`src/rtl/imm_encoder.sv`:
```
// imm_encoder: scatters a 32-bit immediate into the RV32I I/S/B/J/U field
// positions of a base instruction word, flags immediates the format cannot
// represent, and delivers the result through a two-stage valid/ready pipeline.
module imm_encoder #(
  parameter int CNT_W  = 8,
  parameter bit STRICT = 1'b1
) (
  input  logic             clk,
  input  logic             rst,
  input  logic             in_valid,
  output logic             in_ready,
  input  logic [31:0]      imm_in,
  input  logic [2:0]       ImmSrc,
  input  logic [31:0]      base_instr,
  output logic             out_valid,
  input  logic             out_ready,
  output logic [31:0]      instr_out,
  output logic             out_err,
  output logic [CNT_W-1:0] err_count
);

  localparam logic [2:0] FMT_I = 3'b000;
  localparam logic [2:0] FMT_S = 3'b001;
  localparam logic [2:0] FMT_B = 3'b010;
  localparam logic [2:0] FMT_J = 3'b011;
  localparam logic [2:0] FMT_U = 3'b100;

  logic [31:0] enc_word;
  logic        fmt_ok;
  logic        illegal_src;
  logic        enc_err;

  logic        v1;
  logic [31:0] word1;
  logic        err1;
  logic        s2_load;

  // Scatter the immediate into its format-specific bit positions and
  // decide whether the format can hold the value without loss.
  always_comb begin
    enc_word    = base_instr;
    fmt_ok      = 1'b1;
    illegal_src = 1'b0;
    case (ImmSrc)
      FMT_I: begin
        enc_word[31:20] = imm_in[11:0];
        fmt_ok          = (&imm_in[31:11]) | (~|imm_in[31:11]);
      end
      FMT_S: begin
        enc_word[31:25] = imm_in[11:5];
        enc_word[11:7]  = imm_in[4:0];
        fmt_ok          = (&imm_in[31:11]) | (~|imm_in[31:11]);
      end
      FMT_B: begin
        enc_word[31]    = imm_in[12];
        enc_word[30:25] = imm_in[10:5];
        enc_word[11:8]  = imm_in[4:1];
        enc_word[7]     = imm_in[11];
        fmt_ok          = ((&imm_in[31:12]) | (~|imm_in[31:12])) & ~imm_in[0];
      end
      FMT_J: begin
        enc_word[31]    = imm_in[20];
        enc_word[30:21] = imm_in[10:1];
        enc_word[20]    = imm_in[11];
        enc_word[19:12] = imm_in[19:12];
        fmt_ok          = ((&imm_in[31:20]) | (~|imm_in[31:20])) & ~imm_in[0];
      end
      FMT_U: begin
        enc_word[31:12] = imm_in[31:12];
        fmt_ok          = ~|imm_in[11:0];
      end
      default: begin
        illegal_src = 1'b1;
      end
    endcase
    enc_err = illegal_src | (STRICT & ~fmt_ok);
  end

  // The output register frees up when empty or being drained; stage 1 can
  // take a new word whenever its current word moves on or it is empty.
  assign s2_load  = !out_valid || out_ready;
  assign in_ready = !v1 || s2_load;

  // Two pipeline stages plus the saturating count of errored deliveries.
  always_ff @(posedge clk) begin
    if (rst) begin
      v1        <= 1'b0;
      word1     <= '0;
      err1      <= 1'b0;
      out_valid <= 1'b0;
      instr_out <= '0;
      out_err   <= 1'b0;
      err_count <= '0;
    end else begin
      if (in_ready) begin
        v1 <= in_valid;
        if (in_valid) begin
          word1 <= enc_word;
          err1  <= enc_err;
        end
      end
      if (s2_load) begin
        out_valid <= v1;
        if (v1) begin
          instr_out <= word1;
          out_err   <= err1;
        end
      end
      if (out_valid && out_ready && out_err && (err_count != {CNT_W{1'b1}})) begin
        err_count <= err_count + 1'b1;
      end
    end
  end

endmodule

```
`config.mk`:
```
export PLATFORM = sky130hd
export DESIGN_NAME = imm_encoder
export DESIGN_NICKNAME = d
export VERILOG_FILES = /design/src/rtl/imm_encoder.sv
export SDC_FILE = /design/constraint.sdc
export NUM_CORES = 1
export LEC_CHECK = 0
export BUFFER_PORTS_ARGS = -buffer_cell sky130_fd_sc_hd__buf_2
export CELL_PAD_IN_SITES_DETAIL_PLACEMENT = 0
export CELL_PAD_IN_SITES_GLOBAL_PLACEMENT = 1
export CORE_MARGIN = 2
export CORE_UTILIZATION = 32
export CTS_BUF_LIST = sky130_fd_sc_hd__clkbuf_4 sky130_fd_sc_hd__clkbuf_8 sky130_fd_sc_hd__clkbuf_16
export DETAILED_ROUTE_END_ITERATION = 7
export GPL_TIMING_DRIVEN = 0
export MAX_ROUTING_LAYER = met4
export PLACE_DENSITY_LB_ADDON = 0.1
export SETUP_SLACK_MARGIN = 0.02
export SLEW_MARGIN = 20
export SYNTH_ARGS = -nofsm -noshare
export SYNTH_HDL_FRONTEND = slang
export SYNTH_SLANG_ARGS = --single-unit
export TNS_END_PERCENT = 100
```
`constraint.sdc`:
```
create_clock -name clk -period 1.57 [get_ports clk]
set_input_delay 0 -clock clk [delete_from_list [all_inputs] [get_ports clk]]
set_output_delay 0 -clock clk [all_outputs]
set_load 0.005 [all_outputs]
```
==> key figures, run 1 <==
Run status
  • Status: completed

Place
  • Buffers on Ports: approximately 110
  • Pre-CTS worst setup slack: -0.158 ns
  • HPWL Detailed: 8110 um
  • Final GP Congestion: ~0.82

Synth
  • XOR/XNOR Fraction of Synth Area: under 10%
  • Main combinational cell family by area after synthesis: simple AND/OR/NAND/NOR gates
  • Synth Area in Compound Gates: a little under a fifth
  • Sequential fraction of the synthesis area: between 40% and 50%
  • Synth warnings: 0
  • Area fraction of the dominant cell type after synthesis: 45.3%
  • Post-Synth Adder-Cell Area: less than 1%
  • Post-Synthesis Net Count: ~490
  • Post-synth top area cell: dfxtp_1
  • Post-synthesis simple-gate area fraction: between 20% and 30%
  • Multiplexer share of the synthesized area: approximately 4.2%
  • Cell count after synthesis: 420
  • Distinct cell type count after synthesis: 47
  • Mapped Avg Cell Area: between 7 and 8 sq um
  • Area of the mapped netlist: 0.00336 sq mm
  • Ranking of synthesized cells by area: dfxtp_1 45%, nand2_1 11%, a21oi_1 8.8%
  • Post-synthesis register bit count: 76

Clock tree
  • Clock sinks: 76
  • CTS tree: yes
  • CTS max path bufs: 2
  • Root Driver: clkbuf_8
  • H-tree Lvls: 3
  • CTS clk-pin slew, worst paths: approximately 0.10 ns
  • Clock insertion delay at the later pin of the skew report: about 0.34 ns
  • CTS buffer count: 9

Worst setup path
  • Worst R2R Setup Slack: between 0.03 and 0.04 ns
  • R2R cell count: 6
  • CP Class: reg2reg
  • Cells along the critical path: ha_4 > and2_4 > a31oi_4 > nand3_2 > or3_1 > a21oi_2
  • CP Launch Type: flip-flop
  • Worst setup EP type: flip-flop
  • CP max-delay cell: dfxtp_4
  • Critical path arrival: ~1.8 ns
  • Reg-to-reg endpoint: err_count[7]$_SDFFE_PP0P_
  • RR Startpoint: err_count[1]$_SDFFE_PP0P_
  • Crit-path max FO: 4
  • Slowest Stage Delay on Critical Path: around 0.37 ns
  • Worst Path Required: ~1.9 ns

Final layout
  • # nets final: approximately 630
  • Core Util, Final: a little over two fifths
  • Area Growth Syn to Fin: 34.5%
  • Layout filler cell count: roughly 1100
  • Ant diodes: 0
  • Layout cells sized above 1: roughly 30%

Floorplan
  • Die Y: roughly 110 um
  • Rows: 37
  • Die W: between 100 and 150 um
  • Die area: 0.0113 sq mm
  • Core area: 0.0103 sq mm
  • Top Ports: approximately 110
  • Starting Density: between 30% and 40%

Hold path
  • Hold path depth: 3
  • Hold Path End: word1[16]$_SDFFE_PP0P_
  • Min-delay src: base_instr[16]
  • Worst hold-check path type: in2reg

Drt
  • Met2 wire len: 4910 um
  • Post-DR vias/cell: approximately 5
  • Drt first pass iters: 4
  • Top routing layer in use: met4
  • Routed len/inst: between 15 and 20 um
  • DR vias: approximately 3500
  • Met3 routed WL: ~500 um
  • Metal-1 WL: 5130 um
  • DRC Markers: 0
  • Initial DRC Count: between 100 and 150
  • Final ANT Viol Nets: 0
  • WL final: 10700 um

Global route
  • First-pass GRT wire length: ~17000 um
  • Total GRT Usage: between 10% and 20%
  • Initial antenna violation count: 0
  • Vias in the first global route: around 3400
  • Total global routing overflow: 0
  • Largest net degree at the start of global routing: 16

Timing
  • Hold Vio Cnt, Final: 0
  • Pins Over Slew Limit: 0
  • Minimum clock period: 1.54 ns
  • Final Skew: around 0.010 ns
  • Fin crit share: around 98%
  • Max Freq: 0.650 GHz
  • Setup ws final: 0.0316 ns
  • Worst slew pin tran: slightly below 0.6 ns
  • RSZ-0062 raised after global routing: true
  • Final setup vio count: 0
  • Rel. slew slack: 61.2%
  • Setup TNS: 0 ns

Power and ir drop
  • Leakage: around 0.0019 uW
  • Peak VDD IR: roughly 0.00056 V
  • PwrDens: between 900 and 1000 mW/mm^2

Job
  • Max Cap Viol: 0
-- cells in the final DEF, fill, tap and decap left out, drive strengths merged, types with 3 or more instances in the layout --
master,Yosys,layout
dlygate4sd3,0,15
nor2,49,49
o21ai,11,11
a221o,4,4
mux2i,14,14
a311oi,7,7
buf,11,126
nand4,8,8
dfxtp,76,76
clkbuf,18,26
nand3,3,3
nor3,10,10
nand2,94,94
nand2b,4,4
clkinv,0,3
inv,2,5
xor2,3,3
nor4,6,6
a211oi,12,12
xnor2,3,3
a21oi,59,59
-- per-layer routing --
metal / GRT usage (%) / up-vias
met5: - / -
met4: 5.19 / 0
met3: 3.43 / 6
met2: 31.5 / 109
met1: 26.5 / 1621
li1: - / 1752
-- critical path, delay by kind of cell, from the launching register on --
| family | cells | cell delay, ns |
|---|---|---|
| AO/OA/AOI/OAI | 2 | 0.30 |
| AND/OR/NAND/NOR | 3 | 0.62 |
| adder cells (fa/ha/maj) | 1 | 0.17 |
| flip-flops | 1 | 0.37 |
-- power breakdown --
part / internal, uW / switching, uW / total, uW / leakage, uW
logic: 259 / 337 / 596 / 0.00116
clock network: 600 / 815 / 1410 / 0.0000921
registers: 2010 / 49.0 / 2060 / 0.000624
-- cell type report --
class                      instances  area, sq um  area share [%]
inverter                           2         7.51           0.166
multi-input combinational        313         1740            38.5
buffer                            28          150            3.32
sequential                        76         1530            33.9
timing repair buffer             130          737            16.3
tap                              136          170            3.77
clock inverter                     7         58.8            1.30
clock buffer                       9          124            2.74
-- cells by family (layout without fill, tap and decap cells) --
group	Yosys count	count (layout)
AND/OR/NAND/NOR	189	189
adder cells (fa/ha/maj)	1	1
multiplexers	14	14
XOR/XNOR	6	6
AO/OA/AOI/OAI	103	103
buffers and inverters	31	176
flip-flops	76	76
-- cells in the mapped netlist (all sizes together) --
| library cell | count |
|---|---|
| o22ai | 1 |
| o31ai | 1 |
| a21oi | 59 |
| nor4 | 6 |
| a31oi | 1 |
| mux2i | 14 |
| or4 | 2 |
| inv | 2 |
| a21o | 1 |
| clkbuf | 18 |
| nor2b | 2 |
| a311oi | 7 |
| nand4 | 8 |
| and4 | 1 |
| and2b | 1 |
| nand2b | 4 |
| or2 | 1 |
| and3 | 2 |
| o2111ai | 1 |
| nand2 | 94 |
| o211ai | 2 |
| xnor2 | 3 |
| nand3b | 1 |
| and2 | 2 |
| nor3 | 10 |
| o21ai | 11 |
| nor2 | 49 |
| a221o | 4 |
| xor2 | 3 |
| ha | 1 |
| buf | 11 |
| a32oi | 1 |
| a211o | 1 |
| nand3 | 3 |
| dfxtp | 76 |
| a211oi | 12 |
| a2111oi | 1 |
| or3 | 2 |
| nor3b | 1 |
-- registers in the layout, summed over array words and instances, names as in the netlist --
signal / count
instr_out: 32
out_err: 1
err1: 1
word1: 32
out_valid: 1
v1: 1
err_count: 8
-- how the worst max path moves through the flow --
stage                                           end                       from
after global placement       word1[31]$_SDFFE_PP0P_     out_valid$_SDFFE_PP0P_
after global routing      err_count[7]$_SDFFE_PP0P_  err_count[1]$_SDFFE_PP0P_
after CTS                 err_count[7]$_SDFFE_PP0P_  err_count[1]$_SDFFE_PP0P_
final                     err_count[7]$_SDFFE_PP0P_  err_count[1]$_SDFFE_PP0P_
after floorplan           err_count[7]$_SDFFE_PP0P_  err_count[1]$_SDFFE_PP0P_
after detailed placement     word1[31]$_SDFFE_PP0P_     out_valid$_SDFFE_PP0P_
-- through the flow --
stage	total power (uW)	cells	hold slack (ns)	cell area [sq um]
final	4070	701	0.0165	4520
after global routing	4280	701	0.0149	4520
after CTS	4120	700	0.0147	4470
after detailed placement	2670	668	0.260	4090
after global placement	2660	668	0.251	4090
after floorplan	2410	420	0.126	3360
-- repair_timing --
item / 4_1_cts / 5_1_grt
endpoints found under the setup margin: 57 / 50
gates resized for setup: 13 / 15
hold buffers: 15 / 0
cloned: 0 / 0
buffers inserted: 2 / 1
endpoints found under the hold margin: 15 / 0
pin swaps: 2 / 4
Note: power is estimated with default switching activity, not from simulation.
==> run 2, diff against run 1 <==
--- a/config.mk
+++ b/config.mk
@@ -5,13 +5,13 @@
 export SDC_FILE = /design/constraint.sdc
 export NUM_CORES = 1
 export LEC_CHECK = 0
-export BUFFER_PORTS_ARGS = -buffer_cell sky130_fd_sc_hd__buf_2
 export CELL_PAD_IN_SITES_DETAIL_PLACEMENT = 0
 export CELL_PAD_IN_SITES_GLOBAL_PLACEMENT = 1
 export CORE_MARGIN = 2
-export CORE_UTILIZATION = 32
+export CORE_UTILIZATION = 48
 export CTS_BUF_LIST = sky130_fd_sc_hd__clkbuf_4 sky130_fd_sc_hd__clkbuf_8 sky130_fd_sc_hd__clkbuf_16
 export DETAILED_ROUTE_END_ITERATION = 7
+export DONT_BUFFER_PORTS = 1
 export GPL_TIMING_DRIVEN = 0
 export MAX_ROUTING_LAYER = met4
 export PLACE_DENSITY_LB_ADDON = 0.1
==> constraint.sdc (replaced) <==
create_clock -name clk -period 1.8 [get_ports clk]
set_input_delay 0 -clock clk [delete_from_list [all_inputs] [get_ports clk]]
set_output_delay 0 -clock clk [all_outputs]
set_load 0.005 [all_outputs]
==> run 2 against run 1 <==
Cell count decreased by 17%. Clock skew decreased by 0.0015 ns. First-iteration DRC count decreased by 19%. Worst setup slack improved by 0.072 ns. Combinational power decreased by 24%. Sequential share of layout area increased by 2.2 points. Largest cell class unchanged. Highest routed layer unchanged.
==> key figures, run 2 (same netlist as run 1, synthesis figures left out) <==
Run status
  • Status: completed (unchanged)

Drt
  • Post-DR vias/cell: 5.46 (was 4.98)
  • Final ANT Viol Nets: 0 (unchanged)
  • Initial DRC Count: 104 (was 128)
  • DR vias: 3193 (was 3488)
  • DRC Markers: 0 (unchanged)
  • Drt first pass iters: 4 (unchanged)
  • Routed len/inst: 16.0 um (was 15.2 um)
  • WL final: 9360 um (was 10700 um)

Timing
  • Worst slew pin tran: 0.576 ns (was 0.582 ns)
  • Max Freq: 0.589 GHz (was 0.650 GHz)
  • Fin crit share: 94.2% (was 98.0%)
  • RSZ-0062 raised after global routing: false (was true)
  • Pins Over Slew Limit: 0 (unchanged)
  • Minimum clock period: 1.70 ns (was 1.54 ns)
  • Final Skew: 0.00897 ns (was 0.0105 ns)
  • Setup TNS: 0 ns (unchanged)
  • Rel. slew slack: 61.6% (was 61.2%)
  • Final setup vio count: 0 (unchanged)
  • Hold Vio Cnt, Final: 0 (unchanged)
  • Fin Hold WS: 0.0254 ns (was 0.0165 ns)

Final layout
  • Most common cell after layout, fill and taps aside: nand2_1 (was buf_2)
  • Layout filler cell count: 636 (was 1135)
  • # nets final: 556 (was 632)
  • Finished layout cell area: 0.00422 sq mm (was 0.00452 sq mm)
  • Layout cells sized above 1: 8.18% (was 30.1%)
  • Area Growth Syn to Fin: 25.7% (was 34.5%)
  • Ant diodes: 0 (unchanged)
  • Commonest cells after routing, fill and taps aside: 94 x nand2_1, 76 x dfxtp_1, 59 x a21oi_1 (was 118 x buf_2, 93 x nand2_1, 73 x dfxtp_1)
  • Biggest regs: instr_out: 32 flops, word1: 32 flops, err_count: 8 flops (unchanged)

Worst setup path
  • R2R cell count: 6 (unchanged)
  • RR Startpoint: out_valid$_SDFFE_PP0P_ (was err_count[1]$_SDFFE_PP0P_)
  • Worst setup EP type: flip-flop (unchanged)
  • Worst R2R Setup Slack: 0.10 ns (was 0.03 ns)
  • CP Launch Type: flip-flop (unchanged)
  • Crit-path max FO: 10 (was 4)
  • Worst Path Required: 2.01 ns (was 1.85 ns)
  • Reg-to-reg endpoint: word1[30]$_SDFFE_PP0P_ (was err_count[7]$_SDFFE_PP0P_)
  • Capture point of the critical path: word1[30]$_SDFFE_PP0P_ (was err_count[7]$_SDFFE_PP0P_)
  • Critical path arrival: 1.91 ns (was 1.82 ns)
  • CP Launch Point: out_valid$_SDFFE_PP0P_ (was err_count[1]$_SDFFE_PP0P_)
  • CP Class: reg2reg (unchanged)

Hold path
  • Worst hold-check path type: in2reg (unchanged)

Power and ir drop
  • Peak VDD IR: 0.000393 V (was 0.000561 V)
  • PwrDens: 848 mW/mm^2 (was 901 mW/mm^2)
  • Leakage: 0.00151 uW (was 0.00187 uW)

Place
  • HPWL Detailed: 6760 um (was 8110 um)
  • Buffers on Ports: 0 (was 112)
  • Final GP Congestion: 0.934 (was 0.820)
  • Placement-stage cell area: 0.00348 sq mm (was 0.00409 sq mm)

Clock tree
  • H-tree Lvls: 3 (unchanged)
  • Root Driver: clkbuf_8 (unchanged)
  • CTS buffer count: 9 (unchanged)
  • CTS clk-pin slew, worst paths: 0.08 ns (was 0.10 ns)
  • Clock sinks: 76 (unchanged)
  • Clock insertion delay at the later pin of the skew report: 0.34 ns (about the same)
  • CTS max path bufs: 2 (unchanged)
  • CTS tree: yes (unchanged)

Floorplan
  • Starting Density: 49.4% (was 32.7%)
  • Top Ports: 114 (unchanged)
  • Die Y: 87.7 um (was 106 um)
  • Rows: 30 (was 37)
  • Core area: 0.00679 sq mm (was 0.0103 sq mm)
  • Die W: 87.7 um (was 106 um)
  • Die area: 0.00768 sq mm (was 0.0113 sq mm)

Job
  • Max Cap Viol: 0 (unchanged)

Global route
  • First-pass GRT wire length: 14600 um (was 17100 um)
  • Largest net degree at the start of global routing: 13 (was 16)
  • Total GRT Usage: 25.2% (was 19.9%)
  • Vias in the first global route: 3117 (was 3381)
  • Total global routing overflow: 0 (unchanged)
  • Initial antenna violation count: 0 (unchanged)
-- run 2: changes by cell type in the layout (fill, tap and decap cells not counted), moves of 3 or more --
cell	delta
buf_4	-3
clkbuf_2	-4
clkbuf_1	+6
buf_2	-111
dfxtp_1	+3
dlygate4sd3_1	+37
-- run 2: critical path, cell delays in order, from the launching register on --
cell and delay [ns]:
dfxtp_1 0.40, nand3b_1 0.20, nand2_1 0.32, buf_2 0.33, a311oi_1 0.10, a21oi_1 0.16, nor2_1 0.05
-- run 2: timing repair --
item	in CTS	in global routing
gates resized for setup	0	6
buffers inserted	1	0
endpoints found under the setup margin	1	13
hold endpoints to repair	32	0
hold buffers	52	0
pin swaps	1	0
-- run 2: power by group --
| part | leakage [uW] | internal [uW] | switching (uW) |
|---|---|---|---|
| logic | 0.000780 | 217 | 236 |
| clock network | 0.000106 | 727 | 590 |
| registers | 0.000622 | 1760 | 50.4 |
-- run 2: routing by layer --
layer  vias to the layer above  track usage (%)  part of all wire, %
li1                       1597                -                    -
met1                      1431             30.4                   43
met2                       148             40.7                   47
met3                        17             7.16                  7.8
met4                         0             8.25                  1.8
met5                         -                -                    0
-- run 2: cell type report --
type	count	area [sq um]	share of cell area (%)
Sequential cell	76	1520	36.0
Clock inverter	4	47.5	1.13
Clock buffer	12	159	3.76
Tap cell	96	120	2.85
Timing Repair Buffer	53	528	12.5
Multi-Input combinational cell	313	1700	40.2
Inverter	2	7.51	0.178
Buffer	29	143	3.38
-- run 2: how the worst min path moves through the flow --
stage | end | slack, ns | from | cells after the start
floorplan | in_ready | 0.13 | out_ready | 1
global placement | word1[0]$_SDFFE_PP0P_ | 0.14 | base_instr[0] | 2
detailed placement | word1[4]$_SDFFE_PP0P_ | 0.14 | base_instr[4] | 2
CTS | word1[25]$_SDFFE_PP0P_ | 0.0005 | base_instr[25] | 4
global route | word1[22]$_SDFFE_PP0P_ | 0.04 | imm_in[2] | 3
finish | word1[23]$_SDFFE_PP0P_ | 0.03 | imm_in[3] | 3
-- run 2: metrics by stage --
step           setup WS [ns]  cells  power, uW  utilization [%]
2_1_floorplan          0.170    420       2100                -
3_3_place_gp          0.0611    516       2180             51.2
3_5_place_dp          0.0182    516       2190             51.2
4_1_cts               0.0246    585       3600             62.0
5_1_grt             0.000432    585       3750             62.1
6_report               0.104    585       3580             62.1
==> run 3, diff against run 2 <==
==> config.mk (replaced) <==
export PLATFORM = sky130hd
export DESIGN_NAME = imm_encoder
export DESIGN_NICKNAME = d
export VERILOG_FILES = /design/src/rtl/imm_encoder.sv
export SDC_FILE = /design/constraint.sdc
export NUM_CORES = 1
export LEC_CHECK = 0
export BUFFER_PORTS_ARGS = -buffer_cell sky130_fd_sc_hd__buf_2
export CELL_PAD_IN_SITES_DETAIL_PLACEMENT = 2
export CELL_PAD_IN_SITES_GLOBAL_PLACEMENT = 2
export CORE_MARGIN = 2
export CORE_UTILIZATION = 30
export CTS_BUF_LIST = sky130_fd_sc_hd__clkbuf_4 sky130_fd_sc_hd__clkbuf_8 sky130_fd_sc_hd__clkbuf_16
export DETAILED_ROUTE_END_ITERATION = 7
export GPL_TIMING_DRIVEN = 0
export MAX_ROUTING_LAYER = met4
export PLACE_DENSITY_LB_ADDON = 0.1
export SETUP_SLACK_MARGIN = 0.02
export SYNTH_ARGS = -nofsm -noshare
export SYNTH_HDL_FRONTEND = slang
export SYNTH_SLANG_ARGS = --single-unit
export TNS_END_PERCENT = 100
==> run 3 against run 2 <==
Combinational power up 17%. Hold slack got worse by 0.0038 ns. Clock power fell by 8%. Sequential power about the same. Maximum frequency down 0.15%. Clock-buffer cell count up 1. First-iteration DRC count is 9.6% lower. Register-to-register slack about the same. Total power shrank 0.72%. Critical path type unchanged. Critical endpoint is now err_count[3]$_SDFFE_PP0P_.
==> key figures, run 3 (same netlist as run 1, synthesis figures left out) <==
Clock tree
  • Root Driver: clkbuf_8 (unchanged)
  • CTS buffer count: 9 (unchanged)
  • Clock sinks: 76 (unchanged)
  • CTS tree: yes (unchanged)
  • Clock insertion delay at the later pin of the skew report: 0.36 ns (was 0.34 ns)
  • CTS clk-pin slew, worst paths: 0.08 ns (about the same)
  • H-tree Lvls: 3 (unchanged)
  • CTS max path bufs: 2 (unchanged)

Timing
  • Fin crit share: 94.4% (was 94.2%)
  • Hold Vio Cnt, Final: 0 (unchanged)
  • Worst slew pin tran: 0.579 ns (was 0.576 ns)
  • RSZ-0062 raised after global routing: false (unchanged)
  • Max Freq: 0.589 GHz (about the same)
  • Fin Hold WS: 0.0216 ns (was 0.0254 ns)
  • Rel. slew slack: 61.4% (was 61.6%)
  • Final Skew: 0.00609 ns (was 0.00897 ns)
  • Pins Over Slew Limit: 0 (unchanged)
  • Final setup vio count: 0 (unchanged)
  • Minimum clock period: 1.70 ns (about the same)

Worst setup path
  • CP Launch Type: flip-flop (unchanged)
  • R2R cell count: 7 (was 6)
  • Worst R2R Setup Slack: 0.10 ns (about the same)
  • Worst Path Required: 2.03 ns (was 2.01 ns)
  • Crit-path max FO: 5 (was 10)
  • Cells along the critical path: ha_2 > and2_1 > a31oi_4 > buf_4 > nand4_1 > xor2_1 > nor2_1 (was nand3b_1 > nand2_1 > buf_2 > a311oi_1 > a21oi_1 > nor2_1)
  • CP max-delay cell: dfxtp_2 (was dfxtp_1)
  • Worst setup EP type: flip-flop (unchanged)
  • Reg-to-reg endpoint: err_count[3]$_SDFFE_PP0P_ (was word1[30]$_SDFFE_PP0P_)
  • CP Class: reg2reg (unchanged)
  • Bufs and invs on worst path: 1 (unchanged)
  • RR Startpoint: err_count[0]$_SDFFE_PP0P_ (was out_valid$_SDFFE_PP0P_)
  • Cell family with most CP delay: simple AND/OR/NAND/NOR gates (unchanged)
  • CP Launch Point: err_count[0]$_SDFFE_PP0P_ (was out_valid$_SDFFE_PP0P_)
  • Critical path arrival: 1.93 ns (was 1.91 ns)
  • Slowest Stage Delay on Critical Path: 0.36 ns (was 0.40 ns)

Power and ir drop
  • Leakage: 0.00187 uW (was 0.00151 uW)
  • Peak VDD IR: 0.000393 V (about the same)
  • Total power draw: 3550 uW (was 3580 uW)
  • PwrDens: 794 mW/mm^2 (was 848 mW/mm^2)

Job
  • Max Cap Viol: 0 (unchanged)

Global route
  • Initial antenna violation count: 0 (unchanged)
  • Total GRT Usage: 22.1% (was 25.2%)
  • First-pass GRT wire length: 19500 um (was 14600 um)
  • Largest net degree at the start of global routing: 12 (was 13)
  • Vias in the first global route: 3811 (was 3117)
  • Total global routing overflow: 0 (unchanged)

Floorplan
  • Starting Density: 30.9% (was 49.4%)
  • Rows: 38 (was 30)
  • Die W: 110 um (was 87.7 um)
  • Die Y: 110 um (was 87.7 um)
  • Core area: 0.0109 sq mm (was 0.00679 sq mm)
  • Die area: 0.0121 sq mm (was 0.00768 sq mm)
  • Top Ports: 114 (unchanged)

Drt
  • Initial DRC Count: 94 (was 104)
  • DR vias: 3579 (was 3193)
  • Routed len/inst: 17.6 um (was 16.0 um)
  • Post-DR vias/cell: 5.07 (was 5.46)
  • WL final: 12500 um (was 9360 um)
  • Final ANT Viol Nets: 0 (unchanged)
  • DRC Markers: 0 (unchanged)
  • Drt first pass iters: 4 (unchanged)

Hold path
  • Min-delay src: imm_in[19] (was imm_in[3])
  • Hold Path End: word1[19]$_SDFFE_PP0P_ (was word1[23]$_SDFFE_PP0P_)
  • Worst hold-check path type: in2reg (unchanged)
  • Hold path depth: 3 (unchanged)

Final layout
  • Layout filler cell count: 1270 (was 636)
  • Biggest regs: instr_out: 32 flops, word1: 32 flops, err_count: 8 flops (unchanged)
  • Commonest cells after routing, fill and taps aside: 120 x buf_2, 93 x nand2_1, 74 x dfxtp_1 (was 94 x nand2_1, 76 x dfxtp_1, 59 x a21oi_1)
  • Layout cells sized above 1: 28.6% (was 8.18%)
  • # nets final: 634 (was 556)
  • Most common cell after layout, fill and taps aside: buf_2 (was nand2_1)
  • Ant diodes: 0 (unchanged)
  • Area Growth Syn to Fin: 33.3% (was 25.7%)

Place
  • Final GP Congestion: 0.878 (was 0.934)
  • Buffers on Ports: 112 (was 0)
  • HPWL Detailed: 9580 um (was 6760 um)

Run status
  • Status: completed (unchanged)
run 3: what timing repair did:
item,CTS,global route
hold buffers,16,0
endpoints found under the setup margin,4,46
pin swaps,1,1
hold endpoints to repair,16,0
buffers inserted,4,0
resized for setup,1,17
run 3: per-layer routing:
metal  global-route usage [%]  wire (um)
met5                        -          0
met1                     27.4       5850
met4                     6.78        148
met3                     3.85        501
met2                     36.5       5960
run 3: worst max-delay path by stage:
stage	depth (start not counted)	endpoint	slack, ns
finish	7	err_count[3]$_SDFFE_PP0P_	0.10
detailed placement	5	word1[31]$_SDFFE_PP0P_	-0.15
global route	6	word1[27]$_SDFFE_PP0P_	0.03
floorplan	6	err_count[7]$_SDFFE_PP0P_	0.17
global placement	5	word1[31]$_SDFFE_PP0P_	-0.10
CTS	5	word1[6]$_SDFFE_PP0P_	0.06
run 3: worst register-to-register path, delay by kind of cell, from the launching register on:
family | cells | cell delay [ns]
AOI/OAI and AO/OA | 1 | 0.21
buffers and inverters | 1 | 0.16
xor gates and xnor gates | 1 | 0.21
and+or+nand+nor | 3 | 0.42
adders and majority gates | 1 | 0.21
DFF | 1 | 0.36
run 3: metrics by stage:
step / instances / worst slack [ns] / setup TNS, ns / utilization, % / cell area (sq um)
2_1_floorplan: 420 / 0.170 / 0 / - / 3360
3_3_place_gp: 672 / -0.103 / -0.103 / 37.6 / 4100
3_5_place_dp: 672 / -0.150 / -0.150 / 37.6 / 4100
4_1_cts: 707 / 0.0635 / 0 / 41.0 / 4460
5_1_grt: 706 / 0.0340 / 0 / 41.1 / 4480
6_report: 706 / 0.101 / 0 / 41.1 / 4480
run 3: area by class of cell:
type	instances	area (sq um)	area share (%)
Tap cell	140	175	3.91
Clock inverter	2	10.0	0.224
Inverter	2	7.51	0.168
Timing Repair Buffer	132	751	16.8
Clock buffer	13	166	3.72
Buffer	28	144	3.21
Multi-Input combinational cell	313	1700	38.0
Sequential cell	76	1520	34.0
run 3: power breakdown:
part           leakage (uW)  switching, uW  internal, uW
logic               0.00116            306           223
registers          0.000623           45.7          1760
clock network     0.0000961            625           596
